### src/rtl/nonce_tx_framer.sv
// nonce_tx_framer
//   Buffers golden nonces from the hashing core in a small FIFO and serialises each one
//   into a 6-byte UART frame: SYNC, nonce[31:24], [23:16], [15:8], [7:0], XOR checksum.
//   Bytes are paced on the UART's is_transmitting handshake, with GUARD idle cycles
//   after every byte. New frames are not started while the UART is receiving.
// Ports
//   clock, reset           : uart clock; asynchronous active-low reset
//   nonce_we, nonce_in     : push strobe and nonce value
//   clear_overflow         : clears the sticky overflow flag
//   is_transmitting        : uart transmitter busy
//   is_receiving           : uart receiver busy (gates frame start only)
//   txce, tx               : one-cycle send strobe and byte (tx holds between strobes)
//   busy                   : frame in progress
//   fifo_count             : FIFO occupancy
//   overflow               : sticky, a push was dropped on a full FIFO
//   frames_sent            : completed frame counter (wraps)
// GUARD must be at least 1.
module nonce_tx_framer #(
    parameter int unsigned FIFO_DEPTH = 4,
    parameter logic [7:0]  SYNC_BYTE  = 8'hA5,
    parameter int unsigned GUARD      = 2,
    localparam int unsigned PW        = $clog2(FIFO_DEPTH),
    localparam int unsigned CW        = PW + 1
) (
    input  logic          clock,
    input  logic          reset,
    input  logic          nonce_we,
    input  logic [31:0]   nonce_in,
    input  logic          clear_overflow,
    input  logic          is_transmitting,
    input  logic          is_receiving,
    output logic          txce,
    output logic [7:0]    tx,
    output logic          busy,
    output logic [CW-1:0] fifo_count,
    output logic          overflow,
    output logic [15:0]   frames_sent
);

    localparam logic [2:0] StIdle     = 3'd0;
    localparam logic [2:0] StLoad     = 3'd1;
    localparam logic [2:0] StSend     = 3'd2;
    localparam logic [2:0] StWaitBusy = 3'd3;
    localparam logic [2:0] StWaitDone = 3'd4;
    localparam logic [2:0] StGap      = 3'd5;

    localparam logic [CW-1:0] DepthC    = CW'(FIFO_DEPTH);
    localparam logic [7:0]    GuardLast = 8'(GUARD - 1);

    logic [31:0]   mem_q [FIFO_DEPTH];
    logic [PW-1:0] wr_ptr_q, rd_ptr_q;
    logic [CW-1:0] count_q, count_d;
    logic          overflow_q, overflow_d;
    logic [15:0]   frames_q, frames_d;
    logic [2:0]    state_q, state_d;
    logic [31:0]   shadow_q, shadow_d;
    logic [2:0]    idx_q, idx_d;
    logic [7:0]    csum_q, csum_d;
    logic [7:0]    gap_q, gap_d;
    logic [7:0]    tx_q, tx_d;
    logic [7:0]    send_byte;
    logic          pop, push_ok;

    always_comb begin
        case (idx_q)
            3'd0:    send_byte = SYNC_BYTE;
            3'd1:    send_byte = shadow_q[31:24];
            3'd2:    send_byte = shadow_q[23:16];
            3'd3:    send_byte = shadow_q[15:8];
            3'd4:    send_byte = shadow_q[7:0];
            3'd5:    send_byte = csum_q;
            default: send_byte = 8'h00;
        endcase
    end

    always_comb begin
        state_d  = state_q;
        shadow_d = shadow_q;
        idx_d    = idx_q;
        csum_d   = csum_q;
        gap_d    = gap_q;
        tx_d     = tx_q;
        frames_d = frames_q;
        pop      = 1'b0;
        case (state_q)
            StIdle: begin
                if (count_q != '0 && !is_receiving) begin
                    pop      = 1'b1;
                    shadow_d = mem_q[rd_ptr_q];
                    idx_d    = 3'd0;
                    csum_d   = 8'h00;
                    state_d  = StLoad;
                end
            end
            StLoad: state_d = StSend;
            StSend: begin
                tx_d = send_byte;
                // Only the four nonce bytes feed the checksum.
                if (idx_q != 3'd0 && idx_q != 3'd5) csum_d = csum_q ^ send_byte;
                state_d = StWaitBusy;
            end
            StWaitBusy: if (is_transmitting) state_d = StWaitDone;
            StWaitDone: begin
                if (!is_transmitting) begin
                    gap_d   = 8'd0;
                    state_d = StGap;
                end
            end
            StGap: begin
                if (gap_q == GuardLast) begin
                    if (idx_q == 3'd5) begin
                        frames_d = frames_q + 16'd1;
                        state_d  = StIdle;
                    end else begin
                        idx_d   = idx_q + 3'd1;
                        state_d = StSend;
                    end
                end else begin
                    gap_d = gap_q + 8'd1;
                end
            end
            default: state_d = StIdle;
        endcase
    end

    // A pop in the same cycle frees the slot, so a push to a full FIFO is still taken.
    always_comb begin
        push_ok = nonce_we && (count_q != DepthC || pop);
        case ({push_ok, pop})
            2'b10:   count_d = count_q + CW'(1);
            2'b01:   count_d = count_q - CW'(1);
            default: count_d = count_q;
        endcase
        if (nonce_we && !push_ok)  overflow_d = 1'b1;
        else if (clear_overflow)   overflow_d = 1'b0;
        else                       overflow_d = overflow_q;
    end

    always_ff @(posedge clock) begin
        if (push_ok) mem_q[wr_ptr_q] <= nonce_in;
    end

    always_ff @(posedge clock or negedge reset) begin
        if (!reset) begin
            wr_ptr_q   <= '0;
            rd_ptr_q   <= '0;
            count_q    <= '0;
            overflow_q <= 1'b0;
            frames_q   <= 16'h0000;
            state_q    <= StIdle;
            shadow_q   <= 32'h0;
            idx_q      <= 3'd0;
            csum_q     <= 8'h00;
            gap_q      <= 8'h00;
            tx_q       <= 8'h00;
        end else begin
            if (push_ok) wr_ptr_q <= wr_ptr_q + PW'(1);
            if (pop)     rd_ptr_q <= rd_ptr_q + PW'(1);
            count_q    <= count_d;
            overflow_q <= overflow_d;
            frames_q   <= frames_d;
            state_q    <= state_d;
            shadow_q   <= shadow_d;
            idx_q      <= idx_d;
            csum_q     <= csum_d;
            gap_q      <= gap_d;
            tx_q       <= tx_d;
        end
    end

    // tx shows the new byte during the SEND cycle itself, then holds it.
    assign txce        = (state_q == StSend);
    assign tx          = (state_q == StSend) ? send_byte : tx_q;
    assign busy        = (state_q != StIdle);
    assign fifo_count  = count_q;
    assign overflow    = overflow_q;
    assign frames_sent = frames_q;

endmodule
### config.mk
export PLATFORM = sky130hd
export DESIGN_NAME = nonce_tx_framer
export DESIGN_NICKNAME = d
export VERILOG_FILES = /design/src/rtl/nonce_tx_framer.sv
export SDC_FILE = /design/constraint.sdc
export NUM_CORES = 1
export LEC_CHECK = 0
export CELL_PAD_IN_SITES_DETAIL_PLACEMENT = 1
export CELL_PAD_IN_SITES_GLOBAL_PLACEMENT = 2
export CORE_MARGIN = 1
export CORE_UTILIZATION = 43
export CTS_BUF_LIST = sky130_fd_sc_hd__clkbuf_2 sky130_fd_sc_hd__clkbuf_4 sky130_fd_sc_hd__clkbuf_8
export DETAILED_ROUTE_END_ITERATION = 10
export PLACE_DENSITY = 0.92
export SYNTH_ARGS = -nofsm -noshare
export SYNTH_HDL_FRONTEND = slang
export SYNTH_SLANG_ARGS = --single-unit
export TNS_END_PERCENT = 50
### constraint.sdc
create_clock -name clock -period 4.3 [get_ports clock]
set_input_delay 1.075 -clock clock [delete_from_list [all_inputs] [get_ports clock]]
set_output_delay 1.075 -clock clock [all_outputs]
set_load 0.03 [all_outputs]
==> flow_metrics.env <==
export IMPL_outcome="completed"
export IMPL_io_buffer_count=67
export IMPL_yosys_register_bits=214
export IMPL_path_max_fanout=13
export IMPL_cts_resized_gates=0
export IMPL_endpoint_kind="primary output"
export IMPL_cp_required_ns=3.22
export IMPL_worst_pin_slew_ns=0.946
export IMPL_clock_sinks=214
export IMPL_synth_async_reset_ratio_pct=40.2
export IMPL_slowest_delay_ns=0.64
export IMPL_maxSlewViolCount=0
export IMPL_synthesis_area_um2=8860
export IMPL_synth_nets=665
export IMPL_grt_max_degree=74
export IMPL_arrival_ns=3.01
export IMPL_dr_first_iter_drc_count=236
export IMPL_timing_rr_start="state_q[0]$_DFFE_PN0P_"
export IMPL_syn_avg_cell_area_um2=14.4
export IMPL_reg2reg_to="fifo_count[2]$_DFFE_PN0P_"
export IMPL_fp_dieH_um=146
export IMPL_clk_latency_ns=0.53
export IMPL_drt_wirelength_per_cell_um=19.6
export IMPL_synth_warnings=0
export IMPL_place_area_um2=9810
export IMPL_cts_tree="built"
export IMPL_nFillCells=2002
export IMPL_r2r_slack_ns=1.87
export IMPL_ir_worst_vdd_mv=0.333
export IMPL_nets=748
export IMPL_cts_hold_buf=0
export IMPL_numCtsBuffers=36
export IMPL_hold_class="flip-flop to flip-flop"
export IMPL_rows=52
export IMPL_antenna_left=0
export IMPL_hold_start="frames_sent[15]$_DFFE_PN0P_"
export IMPL_period_minus_slack_ns=4.09
export IMPL_timing_clock_skew_ns=0.0227
export IMPL_gp_congestion=0.828
export IMPL_place_worst_setup_slack_ns=0.712
export IMPL_h_tree_depth=2
export IMPL_cts_buffer_depth=3
export IMPL_cts_clk_slew_worst_paths_ns=0.06
export IMPL_grt_pass1_wl_um=31800
export IMPL_use_met1_pct=23.9
export IMPL_postLayoutCellArea_um2=10500
export IMPL_mostFrequentLayoutCells="edfxtp_1 (128), nand2_1 (120), dfrtp_1 (84), clkdlybuf4s50_1 (66), clkbuf_8 (38)"
export IMPL_final_seq_area_um2=6000
export IMPL_grtUsageMet2_pct=33.6
export IMPL_ys_flop_type="edfxtp_1"
export IMPL_power_density_nw_per_um2=652
export IMPL_mostFrequentLayoutCell="edfxtp_1"
export IMPL_totalWireLength_um=19500
export IMPL_cp_cell_sequence="inv_1 -> ha_1 -> a221o_1 -> a222oi_1 -> a21oi_1 -> clkdlybuf4s50_1"
export IMPL_synth_edf_count=128
export IMPL_grt_overflow_total=0
export IMPL_grt_pass1_vias=5866
export IMPL_cap_viol_max_count=0
export IMPL_ys_types=59
export IMPL_use_met3_pct=4.08
export IMPL_period_share_pct=95.1
export IMPL_drc_errors=0
export IMPL_cp_start_kind="flip-flop"
export IMPL_setup_ws_ns=0.213
export IMPL_synth_cells=614
export IMPL_chipWidth_um=146
export IMPL_vias=5317
export IMPL_total_power_mw=6.86
export IMPL_drive_gt1_share_pct=17.2
export IMPL_dp_hpwl_um=13000
export IMPL_multi_input_area_um2=2660
export IMPL_firstDrtPassIters=4
export IMPL_crit_slowest_cell="clkdlybuf4s50_1"
export IMPL_dieArea_um2=21200
export IMPL_busiest_layer="met2"
export IMPL_n_antenna_cell=0
export IMPL_routed_via_density=5.34
export IMPL_rsz0062_at_grt="false"
export IMPL_gr_usage_all_layers_pct=19.3
export IMPL_setup_viol=0
export IMPL_holdPathStages=1
export IMPL_yosysSeqAreaShare_pct=67.7
export IMPL_crit_type="flip-flop to primary output"
export IMPL_postCtsSetupRepairBufs=0
export IMPL_min_to="frames_sent[15]$_DFFE_PN0P_"
export IMPL_io_pin_count=68
export IMPL_cts_root_buffer_cell="clkbuf_8"
export IMPL_start_util_pct=43.8
export IMPL_core_area_um2=20200
export IMPL_leakage_nw=4.02
export IMPL_setup_tns_ns=0
export IMPL_max_slew_margin_pct=37.0
export IMPL_final_hold_violation_count=0
export IMPL_reg2reg_depth=8
export IMPL_fmax_ghz=0.245
export IMPL_syn_to_final_growth_pct=18.7
export IMPL_antenna_found_initial=0
Yosys cell counts, types with 6 or more instances:
cell	count	area [um2]
a21oi_1	14	70.1
nor2_1	23	86.3
nand2_1	120	450
nand4_1	10	62.6
mux2i_1	7	70.1
inv_1	18	67.6
a22o_1	6	52.6
clkbuf_1	14	52.6
xor2_1	11	96.3
nand3_1	12	60.1
buf_2	9	45.0
nor3_1	7	35.0
dfrtp_1	86	2150
o21ai_0	8	40.0
or3_1	7	43.8
edfxtp_1	128	3840
ha_1	12	150
xnor2_1	15	131
mux4_2	32	721
metrics by stage:
step,cells,util (%),hold slack [ns]
floorplan,614,-,0.445
global placement,929,48.5,0.462
detailed placement,929,48.5,0.486
CTS,995,52.0,0.498
global route,995,52.0,0.514
finish,995,52.0,0.484
logic make-up after synthesis:
kind of cell / after synthesis / share of synthesized area, %
xor+xnor: 26 / 2.57
buf+inv: 50 / 2.50
simple gates: 208 / 11.0
compound gates: 60 / 4.91
mux: 43 / 9.43
flops: 214 / 67.7
fa+ha+maj: 13 / 1.92
per-layer routing:
metal | share of wire, % | vias up | routed length, um
li1 | - | 2432 | -
met1 | 41 | 2706 | 8080
met2 | 51 | 131 | 10000
met3 | 4.7 | 48 | 916
met4 | 2.7 | 0 | 521
met5 | 0 | - | 0
sequential cells by signal, summed over array words and instances, names as in the netlist, 3 cells and up:
register,count
csum_q,8
fifo_count,3
frames_sent,16
gap_q,8
idx_q,3
mem_q,128
shadow_q,32
state_q,3
tx_q,8
critical path: cells and delay by family (launching register included):
family                     cells  cell delay (ns)
buffers and inverters          2             0.73
AOI/OAI and AO/OA              3             0.98
adders and majority gates      1             0.37
DFF                            1             0.42
layout make-up:
cell class	instances	area share (%)
clock buffers	53	6.04
well taps	270	3.21
flip-flops and latches	214	57.0
inverters	18	0.642
repair buffers	77	7.07
multi-input cells	350	25.3
clock inverters	13	0.702
report_power, final:
part | switching [mW] | internal [mW] | total (mW)
registers | 0.401 | 2.76 | 3.16
logic | 1.10 | 0.846 | 1.94
clock network | 0.799 | 0.959 | 1.76
total | 2.30 | 4.56 | 6.86
worst max-delay path by stage:
stage	depth (start not counted)	start	to	slack (ns)
5_1_grt	6	idx_q[0]$_DFFE_PN0P_	tx[2]	0.04
3_3_place_gp	5	idx_q[0]$_DFFE_PN0P_	tx[0]	0.81
3_5_place_dp	6	idx_q[1]$_DFFE_PN0P_	tx[2]	0.71
2_1_floorplan	3	is_receiving	mem_q[0][0]$_DFFE_PP_	0.96
6_report	6	idx_q[0]$_DFFE_PN0P_	tx[2]	0.21
4_1_cts	6	idx_q[1]$_DFFE_PN0P_	tx[2]	0.11
Power figures use the tool's default switching activity.
